--- src/rtl/enable_pulse_gen.sv ---
// enable_pulse_gen: synchronises and debounces a raw button level and emits a
// single-cycle enable strobe per accepted press, with optional auto-repeat
// while the button stays held.
module enable_pulse_gen #(
   parameter int DEBOUNCE_CYCLES = 4,
   parameter int REPEAT_DELAY    = 16,
   parameter int REPEAT_RATE     = 8,
   parameter int CNT_W           = 8
) (
   input  logic clk,
   input  logic reset,
   input  logic btn_in,
   input  logic repeat_en,
   output logic enable,
   output logic btn_state
);

   typedef enum logic [1:0] {
      IDLE        = 2'd0,
      DEB_PRESS   = 2'd1,
      HELD        = 2'd2,
      DEB_RELEASE = 2'd3
   } state_t;

   localparam logic [CNT_W-1:0] DEB_MAX = CNT_W'(DEBOUNCE_CYCLES);
   localparam logic [CNT_W-1:0] RD_MAX  = CNT_W'(REPEAT_DELAY);
   localparam logic [CNT_W-1:0] RR_MAX  = CNT_W'(REPEAT_RATE);
   localparam logic [CNT_W-1:0] ONE     = CNT_W'(1);

   // Two-flop synchroniser chain; stage gi samples sync_in[gi].
   logic [1:0] sync_reg;
   logic [1:0] sync_in;
   logic       btn_s;

   assign sync_in = {sync_reg[0], btn_in};
   assign btn_s   = sync_reg[1];

   genvar gi;
   generate
      for (gi = 0; gi < 2; gi++) begin : g_sync
         // Shift the raw level one stage further into the clock domain.
         always_ff @(posedge clk) begin
            if (reset) sync_reg[gi] <= 1'b0;
            else       sync_reg[gi] <= sync_in[gi];
         end
      end
   endgenerate

   state_t           state_reg, state_next;
   logic [CNT_W-1:0] dcnt_reg, dcnt_next;
   logic [CNT_W-1:0] rcnt_reg, rcnt_next;
   logic             rep_reg, rep_next;     // 1 once the first repeat has fired
   logic             enable_reg, enable_next;
   logic             btn_state_reg, btn_state_next;
   logic [CNT_W-1:0] rep_limit;
   logic [CNT_W-1:0] rcnt_inc;

   // The first repeat waits the long delay, later ones use the shorter rate.
   assign rep_limit = rep_reg ? RR_MAX : RD_MAX;
   assign rcnt_inc  = rcnt_reg + ONE;

   // State, counter and output registers.
   always_ff @(posedge clk) begin
      if (reset) begin
         state_reg     <= IDLE;
         dcnt_reg      <= '0;
         rcnt_reg      <= '0;
         rep_reg       <= 1'b0;
         enable_reg    <= 1'b0;
         btn_state_reg <= 1'b0;
      end else begin
         state_reg     <= state_next;
         dcnt_reg      <= dcnt_next;
         rcnt_reg      <= rcnt_next;
         rep_reg       <= rep_next;
         enable_reg    <= enable_next;
         btn_state_reg <= btn_state_next;
      end
   end

   // Next-state logic: debounce in both directions, repeat timing while held.
   always_comb begin
      state_next     = state_reg;
      dcnt_next      = dcnt_reg;
      rcnt_next      = rcnt_reg;
      rep_next       = rep_reg;
      enable_next    = 1'b0;
      btn_state_next = btn_state_reg;

      case (state_reg)
         IDLE: begin
            if (btn_s) begin
               state_next = DEB_PRESS;
               dcnt_next  = ONE;
            end
         end

         DEB_PRESS: begin
            if (!btn_s) begin
               state_next = IDLE;
               dcnt_next  = '0;
            end else if (dcnt_reg < DEB_MAX) begin
               dcnt_next = dcnt_reg + ONE;
            end else begin
               state_next     = HELD;
               enable_next    = 1'b1;
               btn_state_next = 1'b1;
               dcnt_next      = '0;
               rcnt_next      = '0;
               rep_next       = 1'b0;
            end
         end

         HELD: begin
            // A falling input takes priority over a repeat that would fire now.
            if (!btn_s) begin
               state_next = DEB_RELEASE;
               dcnt_next  = ONE;
            end else if (!repeat_en) begin
               rcnt_next = '0;
               rep_next  = 1'b0;
            end else if (rcnt_inc == rep_limit) begin
               enable_next = 1'b1;
               rcnt_next   = '0;
               rep_next    = 1'b1;
            end else begin
               rcnt_next = rcnt_inc;
            end
         end

         DEB_RELEASE: begin
            // A bounce back to high resumes holding without a new strobe.
            if (btn_s) begin
               state_next = HELD;
               dcnt_next  = '0;
               rcnt_next  = '0;
               rep_next   = 1'b0;
            end else if (dcnt_reg < DEB_MAX) begin
               dcnt_next = dcnt_reg + ONE;
            end else begin
               state_next     = IDLE;
               dcnt_next      = '0;
               btn_state_next = 1'b0;
            end
         end

         default: begin
            state_next = IDLE;
         end
      endcase
   end

   assign enable    = enable_reg;
   assign btn_state = btn_state_reg;

endmodule

--- config.mk ---
export PLATFORM = sky130hd
export DESIGN_NAME = enable_pulse_gen
export DESIGN_NICKNAME = d
export VERILOG_FILES = /design/src/rtl/enable_pulse_gen.sv
export SDC_FILE = /design/constraint.sdc
export NUM_CORES = 1
export LEC_CHECK = 0
export ABC_AREA = 1
export CORE_ASPECT_RATIO = 0.9
export CORE_MARGIN = 3
export CORE_UTILIZATION = 58
export CTS_CLUSTER_DIAMETER = 100
export DETAILED_ROUTE_END_ITERATION = 6
export GPL_TIMING_DRIVEN = 0
export PLACE_DENSITY = 0.85
export SLEW_MARGIN = 0
export SYNTH_ARGS = -nofsm -noshare
export SYNTH_HDL_FRONTEND = slang
export SYNTH_SLANG_ARGS = --single-unit
export TNS_END_PERCENT = 10
--- constraint.sdc ---
create_clock -name clk -period 2.3 [get_ports clk]
set_clock_uncertainty 0.2 [all_clocks]
set_input_delay 0.575 -clock clk [delete_from_list [all_inputs] [get_ports clk]]
set_output_delay 0.575 -clock clk [all_outputs]
set_load 0.02 [all_outputs]
# Word-level counts from Yosys, hierarchy flattened
# Cells that the tools add are included.
dict set report totals {
  elab_cells 72
  inputBits 4
  output_inout_bits 2
  register_bits 23
}
dict set report classes {
  reduce_logical 8
  magnitude_cmp 1
  add_sub_neg 2
  n_mux 38
  n_eq_ne 15
}
# op n
set op_table {}
lappend op_table {{two-way mux 8 bit} 11}
lappend op_table {{case mux 8 bit (4 select lines)} 1}
lappend op_table {{case mux 8 bit (3 select lines)} 1}
lappend op_table {{adder 8 x 1 -> 8 bit (second input constant)} 2}
lappend op_table {{!= test 2 bit (second input constant)} 8}
lappend op_table {{two-way mux 1 bit} 14}
lappend op_table {{two-way mux 2 bit} 6}
lappend op_table {{AND reduction 5 bit} 2}
lappend op_table {{!= test 3 bit (second input constant)} 3}
lappend op_table {{== test 8 x 5 -> 1 bit} 1}
lappend op_table {{less-than comparator 8 x 3 -> 1 bit (second input constant)} 1}
lappend op_table {{case mux 2 bit (4 select lines)} 1}
lappend op_table {{AND reduction 6 bit} 1}
lappend op_table {{two-way mux 5 bit} 1}
lappend op_table {{== test 2 bit (second input constant)} 2}
lappend op_table {{case mux 1 bit (2 select lines)} 2}
lappend op_table {{AND reduction 4 bit} 1}
lappend op_table {{case mux 1 bit (3 select lines)} 1}
lappend op_table {{nonzero test 3 bit} 1}
lappend op_table {{== test 2 x 1 -> 1 bit (second input constant)} 1}
lappend op_table {{logical NOT 2 bit} 1}
lappend op_table {{AND reduction 2 bit} 1}
lappend op_table {{nonzero test 2 bit} 1}

# Longest topological paths before layout
# Gate-level depths: netlist (run 1).
dict set report depth {
  depth_word 6
  mapped_depth 12
}

# Least setup slack after synthesis (run 1)
# OpenSTA, ideal clock, no wires.
dict set report synth_timing {
  path_kind {flip-flop to flip-flop}
  startpoint {reg with a tool-made name}
  endpoint {reg rcnt_reg[1]}
  slack_ns 0.550
  arrival_ns 1.479
  stages_incl_launch_ff 11
  required_time_ns 2.029
  setup_ns 0.071
  cell_sequence {dfxtp_1 > inv_1 > ha_1 > or2_1 > nor2_1 > inv_1 > nand2_2 > nand3_4 > nor2_8 > nand3_1 > a21oi_1}
}
# item line_no
set synth_lines {}
lappend synth_lines {{end signal: assignment} 74} ;# rcnt_reg <= rcnt_next;
lappend synth_lines {{end: declaration} 51} ;# logic [CNT_W-1:0] rcnt_reg, rcnt_next;

==> results of run 1 <==
-- cell families (layout without fill, tap and decap cells) --
| group | count (synthesis) | after routing | share of synthesized area [%] |
|---|---|---|---|
| AOI/OAI and AO/OA | 22 | 22 | 9.921 |
| xor gates and xnor gates | 1 | 1 | 0.7015 |
| adders and majority gates | 6 | 6 | 6.012 |
| buffers and inverters | 34 | 42 | 10.52 |
| DFF | 23 | 23 | 36.87 |
| and+or+nand+nor | 94 | 94 | 35.97 |
-- synth_stat cells --
master     n  area share (%)
nor2_2     1            0.50
dfxtp_1   23              37
nor3_2     1            0.80
or2_1      2             1.0
buf_4      1            0.60
nand3_1   17             6.8
nand2_1   46              14
nor3_1     6             2.4
a31oi_1    1            0.50
o21bai_1   1            0.60
o31ai_1    1            0.60
nand3_4    1             1.4
nand2_2    3             1.5
nor2_8     1             1.6
a21oi_1   12             4.8
nand4_1    2             1.0
nor2_4     1            0.90
xnor2_1    1            0.70
ha_1       6             6.0
clkbuf_1   2            0.60
nor2_1    12             3.6
inv_1     31             9.3
a22oi_1    2             1.2
a211oi_1   1            0.60
o21ai_0    4             1.6
nand3b_1   1            0.60
-- stage by stage --
| stage | setup WS (ns) | hold slack (ns) | instances | total power, mW | utilization [%] |
|---|---|---|---|---|---|
| 2_1_floorplan | 0.5504 | 0.1883 | 180 | 0.4867 | - |
| 3_3_place_gp | 0.3965 | 0.1944 | 209 | 0.5040 | 66.98 |
| 3_5_place_dp | 0.2962 | 0.2061 | 209 | 0.5101 | 66.98 |
| 4_1_cts | 0.2354 | 0.2309 | 213 | 0.6957 | 68.38 |
| 5_1_grt | 0.1063 | 0.2437 | 213 | 0.7340 | 68.38 |
| 6_report | 0.2273 | 0.2278 | 213 | 0.6906 | 68.38 |
-- power groups by stage --
stage | logic [mW] | clock network [mW] | registers [mW]
after floorplan | 0.0667 | 0 | 0.420
after global placement | 0.0829 | 0 | 0.421
after detailed placement | 0.0883 | 0 | 0.422
after CTS | 0.0888 | 0.194 | 0.413
after global routing | 0.101 | 0.219 | 0.414
final | 0.0895 | 0.188 | 0.413
-- cell type report --
| class | instances | share of cell area, % |
|---|---|---|
| repair buffers | 4 | 2.971 |
| clock buffers | 3 | 1.671 |
| flip-flops and latches | 23 | 34.17 |
| plain buffers | 3 | 1.114 |
| clock inverters | 1 | 0.3714 |
| multi-input cells | 123 | 48.75 |
| well taps | 25 | 2.321 |
| inverters | 31 | 8.635 |
-- worst max-delay path: stages, from the launching register on --
cell     delay [ns]
dfxtp_1        0.42
inv_1          0.08
ha_1           0.23
or2_1          0.24
nor2_1         0.09
inv_1          0.07
nand2_2        0.07
nand3_4        0.17
nor2_8         0.19
nand3_1        0.10
a21oi_1        0.15
-- layer usage --
metal,wire length [um],vias to the layer above,track usage [%]
met5,0,-,0
met3,123,2,6.949
met1,1214,512,28.36
met2,1176,26,34.06
met4,10,0,6.883
li1,-,588,-
-- worst min-delay path by stage --
stage | end | cells after the start | start | slack [ns]
floorplan | btn_s | 2 | sync_in[1] | 0.19
global placement | btn_s | 2 | sync_in[1] | 0.19
detailed placement | btn_s | 2 | sync_in[1] | 0.21
CTS | btn_s | 2 | sync_in[1] | 0.23
global route | btn_s | 2 | sync_in[1] | 0.24
finish | btn_s | 2 | sync_in[1] | 0.23
==> reports/metrics.csv, run 1 <==
stage,metric,value,unit
clocking,Num CTS Buffers,3,
pwr,Switching Power,193.3,uW
layout,"commonest non-fill, non-tap cells in the layout","nand2_1 (46), inv_1 (31), dfxtp_1 (23), nand3_1 (17)",
clocking,Clock Latency Late Sink,0.32,ns
detailed_routing,drt pass-1 iters,4,
timing,fmax,482.5,MHz
logic_synthesis,count of different cell masters after synthesis,26,
pwr,Net Sw Frac,27.99,%
layout,# fillers,183,
critical_path,Reg2Reg Depth,10,
global_route,vias in the first global route,1061,
pwr,Lkg Pwr,0.6228,nW
place,Final HPWL DP,1918,um
clocking,Clock Pin Slew Worst Setup and Hold Paths,0.13,ns
floorplanning,initial core utilization,63.37,%
global_route,global route overflow,0,
clocking,setup bufs post-CTS,0,
timing,Fin. Hold Viols,0,
critical_path,"reg-to-reg slack, setup",0.23,ns
layout,"most common cell after layout, fill and taps aside",nand2_1,
timing,Slew Limit Fails,0,
detailed_routing,Routed Antenna Nets,0,
floorplanning,core area,1971,um^2
pwr,Combinational Power Share,13.0,%
worst_hold_path,Hold WC Path Type,reg -> reg,
timing,RSZ-0062 raised after global routing,false,
logic_synthesis,syn_nets,190,
floorplanning,# IOs,6,
timing,Final period util,90.12,%
detailed_routing,via density per instance,5.296,
clocking,clock root cell,clkbuf_4,
flow_run,Max Cap Viol,0,
place,DP Area,1320,um^2
critical_path,WS Path Type,reg -> reg,
place,number of port buffers,4,
layout,FF+latch area,460.4,um^2
place,GPL Wtd Cong,0.8821,
global_route,initial antenna violation count,0,
layout,multi-input logic area,656.9,um^2
pwr,Reg power frac,59.8,%
logic_synthesis,Yosys warnings,0,
critical_path,Setup crit end,rcnt_reg[3],
detailed_routing,Final Routed Wirelength,2525,um
detailed_routing,vias post-DR,1128,
clocking,H-tree depth,1,
clocking,CTS Buffer Depth,2,
clocking,TritonCTS clock tree,done,
timing,TNS Setup,0,ns
critical_path,WP data arrival,2.11,ns
critical_path,Startpoint Class,flip-flop,
floorplanning,die width,54.91,um
critical_path,FF-to-FF End,rcnt_reg[3],
logic_synthesis,syn_area_per_cell,6.937,um^2
timing,crit path time final,2.073,ns
pwr,internal power,497.3,uW
clocking,post_cts resized,0,
timing,Final Setup Violations,0,
clocking,CTS sink count,23,
layout,Layout area overhead,7.916,%
pwr,Clk pwr share,27.2,%
timing,Slew HR,69.22,%
detailed_routing,drt wl/cell,11.85,um
clocking,# hold bufs at CTS,0,
pwr,pwr dens,512.5,nW/um^2
floorplanning,Die Y,50.02,um
global_route,Overall Global Routing Usage,21.96,%
logic_synthesis,synthesis-stage register bit count,23,
layout,post-layout net count,199,
logic_synthesis,"Seq/Total Area, Yosys",36.87,%
critical_path,Crit Path Max Fanout,9,
floorplanning,# rows,15,
critical_path,Critical Path End Type,flip-flop,
floorplanning,Die ar.,2747,um^2
global_route,pin count of the biggest net entering global routing,14,
layout,share of layout cells above drive strength 1,6.915,%
logic_synthesis,synthesized instance count,180,
detailed_routing,DRT iter0 DRCs,27,
layout,Antenna Cells,0,
logic_synthesis,Mapped Area,1249,um^2
layout,Finished Cell Area,1348,um^2
timing,worst-margin pin slew,0.4617,ns
global_route,first-pass GRT wire length,4491,um
run_status,status,"complete, no violations",
detailed_routing,Post-route DRC,0,
critical_path,Required @ worst endpoint,2.34,ns
pwr,Peak VDD IR,0.4048,mV
Note: power is estimated with default switching activity, not from simulation.
==> inputs of run 2 (changes only) <==
GPL_ROUTABILITY_DRIVEN = 1   (was default)
==> results of run 2 <==
Same layout as run 1: the final DEF is identical, and so are final timing and power.
